==> config.mk <==
export PLATFORM = sky130hd
export DESIGN_NAME = pipe_stage_buffer
export DESIGN_NICKNAME = d
export VERILOG_FILES = /design/src/rtl/pipe_stage_buffer.sv
export SDC_FILE = /design/constraint.sdc
export NUM_CORES = 1
export LEC_CHECK = 0
export ABC_AREA = 1
export CORE_MARGIN = 1
export CORE_UTILIZATION = 30
export CTS_CLUSTER_DIAMETER = 30
export DETAILED_ROUTE_END_ITERATION = 8
export GPL_TIMING_DRIVEN = 0
export PLACE_DENSITY_LB_ADDON = 0.1
export SYNTH_ARGS = -nofsm -noshare
export SYNTH_HDL_FRONTEND = slang
export SYNTH_SLANG_ARGS = --single-unit
==> constraint.sdc <==
create_clock -name clk -period 1.6 [get_ports clk]
set_clock_uncertainty 0.2 [all_clocks]
set_input_delay 0.16 -clock clk [delete_from_list [all_inputs] [get_ports clk]]
set_output_delay 0.16 -clock clk [all_outputs]
set_load 0.02 [all_outputs]
==> src/rtl/pipe_stage_buffer.sv <==
// Pipeline stage buffer: SKID=1 two-entry skid buffer, SKID=0 single register; optional stall counter via PIPE_STAGE_STALL_CNT_EN.
// Latency: 1 cycle from an accepted beat to dn_valid when the stage is empty or draining.
// Backpressure: SKID=1 up_ready is decoded from state only; SKID=0 up_ready = dn_ready | ~dn_valid.
module pipe_stage_buffer #(
    parameter int DATA_W = 16,
    parameter int SKID   = 1
) (
    input  logic              clk,
    input  logic              rst_n,
    input  logic              flush,
    input  logic              up_valid,
    input  logic [DATA_W-1:0] up_data,
    output logic              up_ready,
    output logic              dn_valid,
    output logic [DATA_W-1:0] dn_data,
    input  logic              dn_ready,
    output logic [15:0]       stall_cnt
);

    typedef enum logic [1:0] {
        ST_EMPTY = 2'd0,
        ST_FULL  = 2'd1,
        ST_SKID  = 2'd2
    } state_t;

    logic up_xfer;
    logic dn_xfer;

    assign up_xfer = up_valid && up_ready;
    assign dn_xfer = dn_valid && dn_ready;

    if (SKID != 0) begin : g_skid
        state_t            state;
        state_t            state_nxt;
        logic [DATA_W-1:0] main_q;
        logic [DATA_W-1:0] main_nxt;
        logic [DATA_W-1:0] skid_q;
        logic [DATA_W-1:0] skid_nxt;

        always_ff @(posedge clk or negedge rst_n) begin
            if (!rst_n) begin
                state  <= ST_EMPTY;
                main_q <= '0;
                skid_q <= '0;
            end else begin
                state  <= state_nxt;
                main_q <= main_nxt;
                skid_q <= skid_nxt;
            end
        end

        always_comb begin
            state_nxt = state;
            main_nxt  = main_q;
            skid_nxt  = skid_q;
            case (state)
                ST_EMPTY: begin
                    if (up_xfer) begin
                        state_nxt = ST_FULL;
                        main_nxt  = up_data;
                    end
                end
                ST_FULL: begin
                    if (up_xfer && dn_xfer) begin
                        main_nxt = up_data;
                    end else if (dn_xfer) begin
                        state_nxt = ST_EMPTY;
                    end else if (up_xfer) begin
                        state_nxt = ST_SKID;
                        skid_nxt  = up_data;
                    end
                end
                ST_SKID: begin
                    if (dn_xfer) begin
                        state_nxt = ST_FULL;
                        main_nxt  = skid_q;
                    end
                end
                default: state_nxt = ST_EMPTY;
            endcase
            // Payload may still load on flush; only the occupancy is killed.
            if (flush) begin
                state_nxt = ST_EMPTY;
            end
        end

        assign up_ready = (state != ST_SKID);
        assign dn_valid = (state != ST_EMPTY);
        assign dn_data  = main_q;
    end else begin : g_reg
        logic              valid_q;
        logic [DATA_W-1:0] data_q;

        always_ff @(posedge clk or negedge rst_n) begin
            if (!rst_n) begin
                valid_q <= 1'b0;
                data_q  <= '0;
            end else begin
                if (up_xfer) begin
                    data_q <= up_data;
                end
                if (flush) begin
                    valid_q <= 1'b0;
                end else if (up_xfer) begin
                    valid_q <= 1'b1;
                end else if (dn_xfer) begin
                    valid_q <= 1'b0;
                end
            end
        end

        assign up_ready = dn_ready || !valid_q;
        assign dn_valid = valid_q;
        assign dn_data  = data_q;
    end

`ifdef PIPE_STAGE_STALL_CNT_EN
    logic [15:0] stall_q;

    always_ff @(posedge clk or negedge rst_n) begin
        if (!rst_n) begin
            stall_q <= 16'd0;
        end else if (dn_valid && !dn_ready && (stall_q != 16'hFFFF)) begin
            stall_q <= stall_q + 16'd1;
        end
    end

    assign stall_cnt = stall_q;
`else
    assign stall_cnt = 16'd0;
`endif

endmodule

==> results of run 1 <==
## sequential cells by signal, summed over array words and instances, names as in the netlist
signal,cells
dn_data,16
g_skid.skid_q,16
g_skid.state,2
## final cells by class
type,instances,area [um^2],share of cell area (%)
repair buffers,41,370,15.4
well taps,72,90.1,3.74
clock inverters,1,5.00,0.208
clock buffers,7,86.3,3.59
plain buffers,23,193,8.00
inverters,22,87.6,3.64
flip-flops and latches,34,853,35.4
multi-input cells,138,722,30.0
## final timing paths
path,to,slack (ns)
min in group asynchronous,g_skid.skid_q[9]$_DFFE_PN0P_,0.28
min,g_skid.skid_q[4]$_DFFE_PN0P_,0.27
max in group asynchronous,g_skid.state[0]$_DFFE_PN0P_,0.38
min reg2reg,dn_data[0]$_DFFE_PN0P_,0.28
max reg2reg,dn_data[12]$_DFFE_PN0P_,0.13
max,up_ready,0.09
## cells by family after synthesis
| family | Yosys count |
|---|---|
| simple gates | 79 |
| buf+inv | 46 |
| compound gates | 43 |
| flops | 34 |
| other cells | 1 |
## layout by cell type, fill, tap and decap left out
cell type                         count
sky130_fd_sc_hd__nand2_1             50
sky130_fd_sc_hd__dfrtp_1             32
sky130_fd_sc_hd__o21ai_0             27
sky130_fd_sc_hd__buf_4               21
sky130_fd_sc_hd__inv_1               20
sky130_fd_sc_hd__clkdlybuf4s50_1     19
sky130_fd_sc_hd__conb_1              16
sky130_fd_sc_hd__dlygate4sd2_1       16
sky130_fd_sc_hd__nand2_2             11
sky130_fd_sc_hd__o21ai_2             11
sky130_fd_sc_hd__nor2_1               6
sky130_fd_sc_hd__clkbuf_8             6
sky130_fd_sc_hd__a21oi_1              5
sky130_fd_sc_hd__nand2_4              4
sky130_fd_sc_hd__buf_2                4
sky130_fd_sc_hd__inv_4                2
sky130_fd_sc_hd__nand2_8              2
sky130_fd_sc_hd__buf_12               2
sky130_fd_sc_hd__nand3_1              2
sky130_fd_sc_hd__nand4_1              2
sky130_fd_sc_hd__dfrtp_2              2
sky130_fd_sc_hd__nand4_2              1
sky130_fd_sc_hd__nor4_1               1
sky130_fd_sc_hd__clkinv_2             1
sky130_fd_sc_hd__clkbuf_1             1
sky130_fd_sc_hd__dlygate4sd3_1        1
sky130_fd_sc_hd__clkbuf_2             1
## stage by stage
stage	cell area, um^2	instances
3_5_place_dp	2310	328
6_report	2410	338
4_1_cts	2410	338
3_3_place_gp	2310	328
2_1_floorplan	1840	218
5_1_grt	2410	338
## metal layers
layer | GRT usage, % | wire, um
met5 | 0 | 0
met4 | 7.09 | 77
met3 | 3.91 | 215
met2 | 23.1 | 1850
met1 | 17.9 | 1790
## worst min-delay path, stage by stage
cell	delay, ns
sky130_fd_sc_hd__clkdlybuf4s50_1	0.40
sky130_fd_sc_hd__inv_1	0.07
sky130_fd_sc_hd__o21ai_0	0.08
## report_power, final
part | internal, mW | total, mW | switching (mW)
Combinational | 0.397 | 0.947 | 0.551
Sequential | 1.12 | 1.25 | 0.131
Clock | 0.347 | 0.665 | 0.318
## timing repair
| item | 4_1_cts | 5_1_grt |
|---|---|---|
| setup endpoints to repair | 18 | 3 |
| buffers inserted | 2 | 0 |
| hold buffers | 1 | 0 |
| resized for setup | 27 | 3 |
| hold endpoints to repair | 34 | 0 |
==> impl_metrics.json, run 1 <==
{
  "setup.worst_path.class": "flop to output port",
  "tritoncts_num_sinks": 34,
  "layout-area-overhead-vs-synth_pct": 34.8,
  "hold_violation_total_from_the_final_report": 0,
  "post_synth_top_area_share_pct": 47.7,
  "top_level_port_count": 55,
  "ys_async_sr_fraction_pct": 100,
  "place_congestion": 0.673,
  "die-height_um": 79.1,
  "rsz0062_at_grt": "false",
  "worst_hold_path.num_cells": 3,
  "post-synth-top-count-cell": "sky130_fd_sc_hd__nand2_1",
  "vias_in_the_first_global_route": 1448,
  "clock_tree_from_tritoncts": "done",
  "timing.final.crit_period_ns": 1.51,
  "syn_area_mm2": 0.00179,
  "dominantRegCellSynth": "sky130_fd_sc_hd__dfrtp_1",
  "timing.critical_path.from": "g_skid.state[0]$_DFFE_PN0P_",
  "wire_per_inst_um": 11.6,
  "timing.critical_path.fanout_max": 16,
  "grt.total_usage_pct": 14.5,
  "clock_tree.root_cell": "sky130_fd_sc_hd__clkbuf_8",
  "numCtsBuffers": 5,
  "synthDominantAreaCellType": "sky130_fd_sc_hd__dfrtp_1",
  "fp.dieW_um": 79.1,
  "timing.reg2reg.worst_path_depth": 7,
  "synth_edf_count": 0,
  "final_core_util_pct": 42.9,
  "antenna_found_initial": 0,
  "dp_hpwl_um": 2700,
  "design.final.nets": 286,
  "critical_path_depth": 3,
  "synth_cells": 203,
  "worstHoldPathType": "input pin to flop",
  "cts_max_level": 2,
  "initial_util_pct": 31.8,
  "worst_skew_pair.late_latency_ns": 0.28,
  "cpMaxStageDelayCell": "sky130_fd_sc_hd__dfrtp_2",
  "dr_total_vias": 1399,
  "vdd.ir_drop.worst_v": 0.000359,
  "critical_path.startpoint_type": "flop",
  "grt_first_pass_wirelength_um": 6820,
  "compound_gate_portion_of_the_synthesized_area_pct": 14.4,
  "cts_max_path_buffers": 2,
  "required_ns": 1.24,
  "cp_num_buf_inv": 2,
  "synthesized_area_fraction_occupied_by_and_or_nand_nor_cells_pct": 22.2,
  "synth_xor_area_share_pct": 0,
  "quantity_of_i_o_buffers_inserted_on_ports": 38,
  "category_of_cells_accounting_for_the_largest_share_of_critical_path_delay": "flip-flops",
  "tightestPinTransition_ns": 0.774,
  "power.leakage_nw": 1.27,
  "worst_r2r_start": "g_skid.state[0]$_DFFE_PN0P_",
  "total_neg_setup_slack_ns": 0,
  "achievable_freq_mhz": 664,
  "route.detailed.drc": 0,
  "synth_area_per_cell_um2": 8.80,
  "slew_headroom_pct": 48.4,
  "finalMaxSlewViolations": 0,
  "dr.pass1.iters": 4,
  "setup_viol_count_final": 0,
  "detail-route-antenna-nets": 0,
  "post_synth_fa_ha_maj_area_fraction_pct": 0,
  "holdWs_ns": 0.267,
  "worst_setup_hold_path_clk_slew_ns": 0.07,
  "power_per_cell_area_mw_per_mm2": 1190,
  "number_of_synthesized_register_bits": 34,
  "critical_path_arrival_ns": 1.15,
  "maximum_number_of_pins_on_one_net_before_global_route_repair": 35,
  "largest_cells_by_area_after_synthesis": "sky130_fd_sc_hd__dfrtp_1 48%, sky130_fd_sc_hd__nand2_1 11%, sky130_fd_sc_hd__buf_4 7.6%, sky130_fd_sc_hd__o21ai_0 7.6%, sky130_fd_sc_hd__o21ai_2 5.4%",
  "setup.worst_path.end_class": "output port",
  "cpPeakStageDelay_ns": 0.45,
  "layout_worst_path_cycle_share_pct": 94.2,
  "cap_viol_max_count": 0,
  "synth.yosys.seq_area_share_pct": 47.7,
  "ys_top_cells_by_count": "50 x sky130_fd_sc_hd__nand2_1, 34 x sky130_fd_sc_hd__dfrtp_1, 27 x sky130_fd_sc_hd__o21ai_0",
  "antennaDiodeCount": 0,
  "p_total_mw": 2.86,
  "timing.critical_path.cells": "inv_4 -> nand2_8 -> buf_2",
  "core_region_area_mm2": 0.00561,
  "status": "finished, final reports clean",
  "proportion_of_layout_cells_with_a_drive_suffix_above_1_pct": 25.6,
  "setup_slack_ns": 0.0933,
  "filler_cell_count": 607,
  "routed_wl_um": 3930,
  "via_per_inst": 4.14,
  "dp_worst_setup_slack_ns": -0.296,
  "placement_rows": 27,
  "muxShareOfSynthArea_pct": 0,
  "startpoint_of_the_lowest_slack_hold_path": "up_data[4]",
  "yosysWarnings": 0,
  "overflow": 0,
  "die_area_mm2": 0.00626,
  "drt_iter0_drc": 83,
  "synth_top_family_by_area": "simple AND/OR/NAND/NOR gates",
  "synthDistinctLibCells": 19
}
(Power assumes the default switching activity.)
==> run 2, diff against run 1 <==
==> constraint.sdc (replaced) <==
create_clock -name clk -period 1.6 [get_ports clk]
set_clock_uncertainty 0.2 [all_clocks]
set_input_delay 0.16 -clock clk [delete_from_list [all_inputs] [get_ports clk]]
set_output_delay 0.16 -clock clk [all_outputs]
set_load 0.01 [all_outputs]
==> run 2 against run 1 <==
  * Routed wire length increased by 0.36%
  * Power shrank 0.83%
  * Die area is the same
  * Maximum frequency down 3.4%
  * Flip-flop and latch count unchanged
  * Sequential power hardly changed
  * Critical endpoint is now dn_data[10]
  * Combinational power decreased by 2.4%
  * Global-route usage down 0.13 points
  * Setup slack worse by 0.054 ns
  * Largest cell class unchanged
==> impl_metrics.json, run 2 (synthesis gave the netlist of run 1 again) <==
{
  "power_per_cell_area_mw_per_mm2": 1170,
  "required_ns": 1.24,
  "setup.worst_path.class": "flop to output port",
  "met2WireLength_um": 1830,
  "finalMaxSlewViolations": 0,
  "wirelength_met1_um": 1780,
  "achievable_freq_mhz": 641,
  "p_sw_share_pct": 31.9,
  "highest-signal-layer": "met4",
  "worst_skew_pair.late_latency_ns": 0.29,
  "tightestPinTransition_ns": 0.785,
  "clock_tree_from_tritoncts": "done",
  "cts_max_path_buffers": 2,
  "initial_util_pct": 31.8,
  "rsz0062_at_grt": "false",
  "dr.pass1.iters": 4,
  "antennaDiodeCount": 0,
  "layout_common_cells": "50 x sky130_fd_sc_hd__nand2_1, 33 x sky130_fd_sc_hd__dfrtp_1, 32 x sky130_fd_sc_hd__clkdlybuf4s50_1",
  "via_per_inst": 4.18,
  "holdWs_ns": 0.266,
  "placement_rows": 27,
  "overflow": 0,
  "setup_viol_count_final": 0,
  "cts_max_level": 2,
  "hold_violation_total_from_the_final_report": 0,
  "core_region_area_mm2": 0.00561,
  "critical_path_arrival_ns": 1.20,
  "p_comb_share_pct": 32.6,
  "proportion_of_layout_cells_with_a_drive_suffix_above_1_pct": 24.8,
  "vdd.ir_drop.worst_v": 0.000352,
  "top_level_port_count": 55,
  "p_sw_mw": 0.906,
  "cap_viol_max_count": 0,
  "antenna_found_initial": 0,
  "grt.total_usage_pct": 14.3,
  "cpPeakStageDelay_ns": 0.54,
  "final_core_util_pct": 43.4,
  "worst_setup_hold_path_clk_slew_ns": 0.07,
  "status": "finished, final reports clean",
  "category_of_cells_accounting_for_the_largest_share_of_critical_path_delay": "buffers and inverters",
  "setup.worst_path.end_class": "output port",
  "power.leakage_nw": 1.27,
  "design.final.nets": 286,
  "routed_wl_um": 3950,
  "grt_first_pass_wirelength_um": 6760,
  "layout_commonest_cell": "sky130_fd_sc_hd__nand2_1",
  "fp.dieW_um": 79.1,
  "numCtsBuffers": 5,
  "clock_tree.root_cell": "sky130_fd_sc_hd__clkbuf_8",
  "vias_in_the_first_global_route": 1441,
  "clock_power_share_pct": 23.5,
  "route.met3.wl_um": 256,
  "intPower_mw": 1.93,
  "drt_iter0_drc": 72,
  "tritoncts_num_sinks": 34,
  "slew_headroom_pct": 47.7,
  "dp_hpwl_um": 2700,
  "route.detailed.drc": 0,
  "maximum_number_of_pins_on_one_net_before_global_route_repair": 35,
  "die-height_um": 79.1,
  "place_congestion": 0.673,
  "die_area_mm2": 0.00626,
  "timing.critical_path.fanout_max": 2,
  "timing.final.crit_period_ns": 1.56,
  "dr_total_vias": 1413,
  "cp_num_buf_inv": 1,
  "worstHoldPathType": "input pin to flop",
  "detail-route-antenna-nets": 0,
  "timing.critical_path.cells": "clkdlybuf4s50_1",
  "sequentialPowerShare_pct": 43.9,
  "critical_path.startpoint_type": "flop",
  "wire_per_inst_um": 11.7,
  "layout_worst_path_cycle_share_pct": 97.5,
  "layout-area-overhead-vs-synth_pct": 36.4,
  "cpMaxStageDelayCell": "sky130_fd_sc_hd__clkdlybuf4s50_1",
  "quantity_of_i_o_buffers_inserted_on_ports": 38
}
## run 2: final timing paths
kind / start / end / slack, ns / cells after the start
worst min register to register: g_skid.skid_q[10]$_DFFE_PN0P_ / g_skid.skid_q[10]$_DFFE_PN0P_ / 0.28 / 2
min in group asynchronous: rst_n / g_skid.skid_q[9]$_DFFE_PN0P_ / 0.29 / 2
worst max register to register: g_skid.state[1]$_DFFE_PN0P_ / dn_data[3]$_DFFE_PN0P_ / 0.12 / 7
worst min-delay path: up_data[4] / g_skid.skid_q[4]$_DFFE_PN0P_ / 0.27 / 3
max in group asynchronous: rst_n / g_skid.state[1]$_DFFE_PN0P_ / 0.37 / 2
worst max-delay path: dn_data[10]$_DFFE_PN0P_ / dn_data[10] / 0.04 / 1
## run 2: power by group through the flow
stage                     Combinational (mW)  Sequential, mW  Clock (mW)
after detailed placement               0.927            1.27           0
after global routing                    1.04            1.28       0.724
final                                  0.924            1.25       0.668
after floorplan                        0.494            1.30           0
after global placement                 0.916            1.26           0
after CTS                              0.947            1.25       0.692
## run 2: through the flow
stage | TNS (ns) | cells | power [mW] | setup WS [ns] | instance area (um^2)
2_1_floorplan | 0 | 218 | 1.79 | 0.227 | 1840
3_3_place_gp | -22.75 | 328 | 2.18 | -0.645 | 2310
3_5_place_dp | -1.17 | 328 | 2.19 | -0.228 | 2310
4_1_cts | 0 | 338 | 2.89 | 0.0157 | 2420
5_1_grt | 0 | 338 | 3.04 | 0.00380 | 2430
6_report | 0 | 338 | 2.84 | 0.0396 | 2430
## run 2: cell type report
cell class	instances	area [um^2]
tap	72	90.1
inverter	22	85.1
buffer	23	193
multi-input combinational	138	722
sequential	34	852
clock inverter	1	5.00
fill	593	3170
clock buffer	7	86.3
timing repair buffer	41	402
## run 2: repair_timing
action,CTS,global route
endpoints found under the hold margin,34,0
setup endpoints to repair,2,5
hold buffers,1,0
pin swaps,1,0
resized for setup,8,4
setup buffers,2,0
cloned,0,0
## run 2: metal layers
| metal | GRT usage [%] | up-vias |
|---|---|---|
| met4 | 7.09 | 0 |
| met1 | 17.9 | 631 |
| li1 | - | 729 |
| met2 | 22.7 | 46 |
| met3 | 3.91 | 7 |
| met5 | 0 | - |
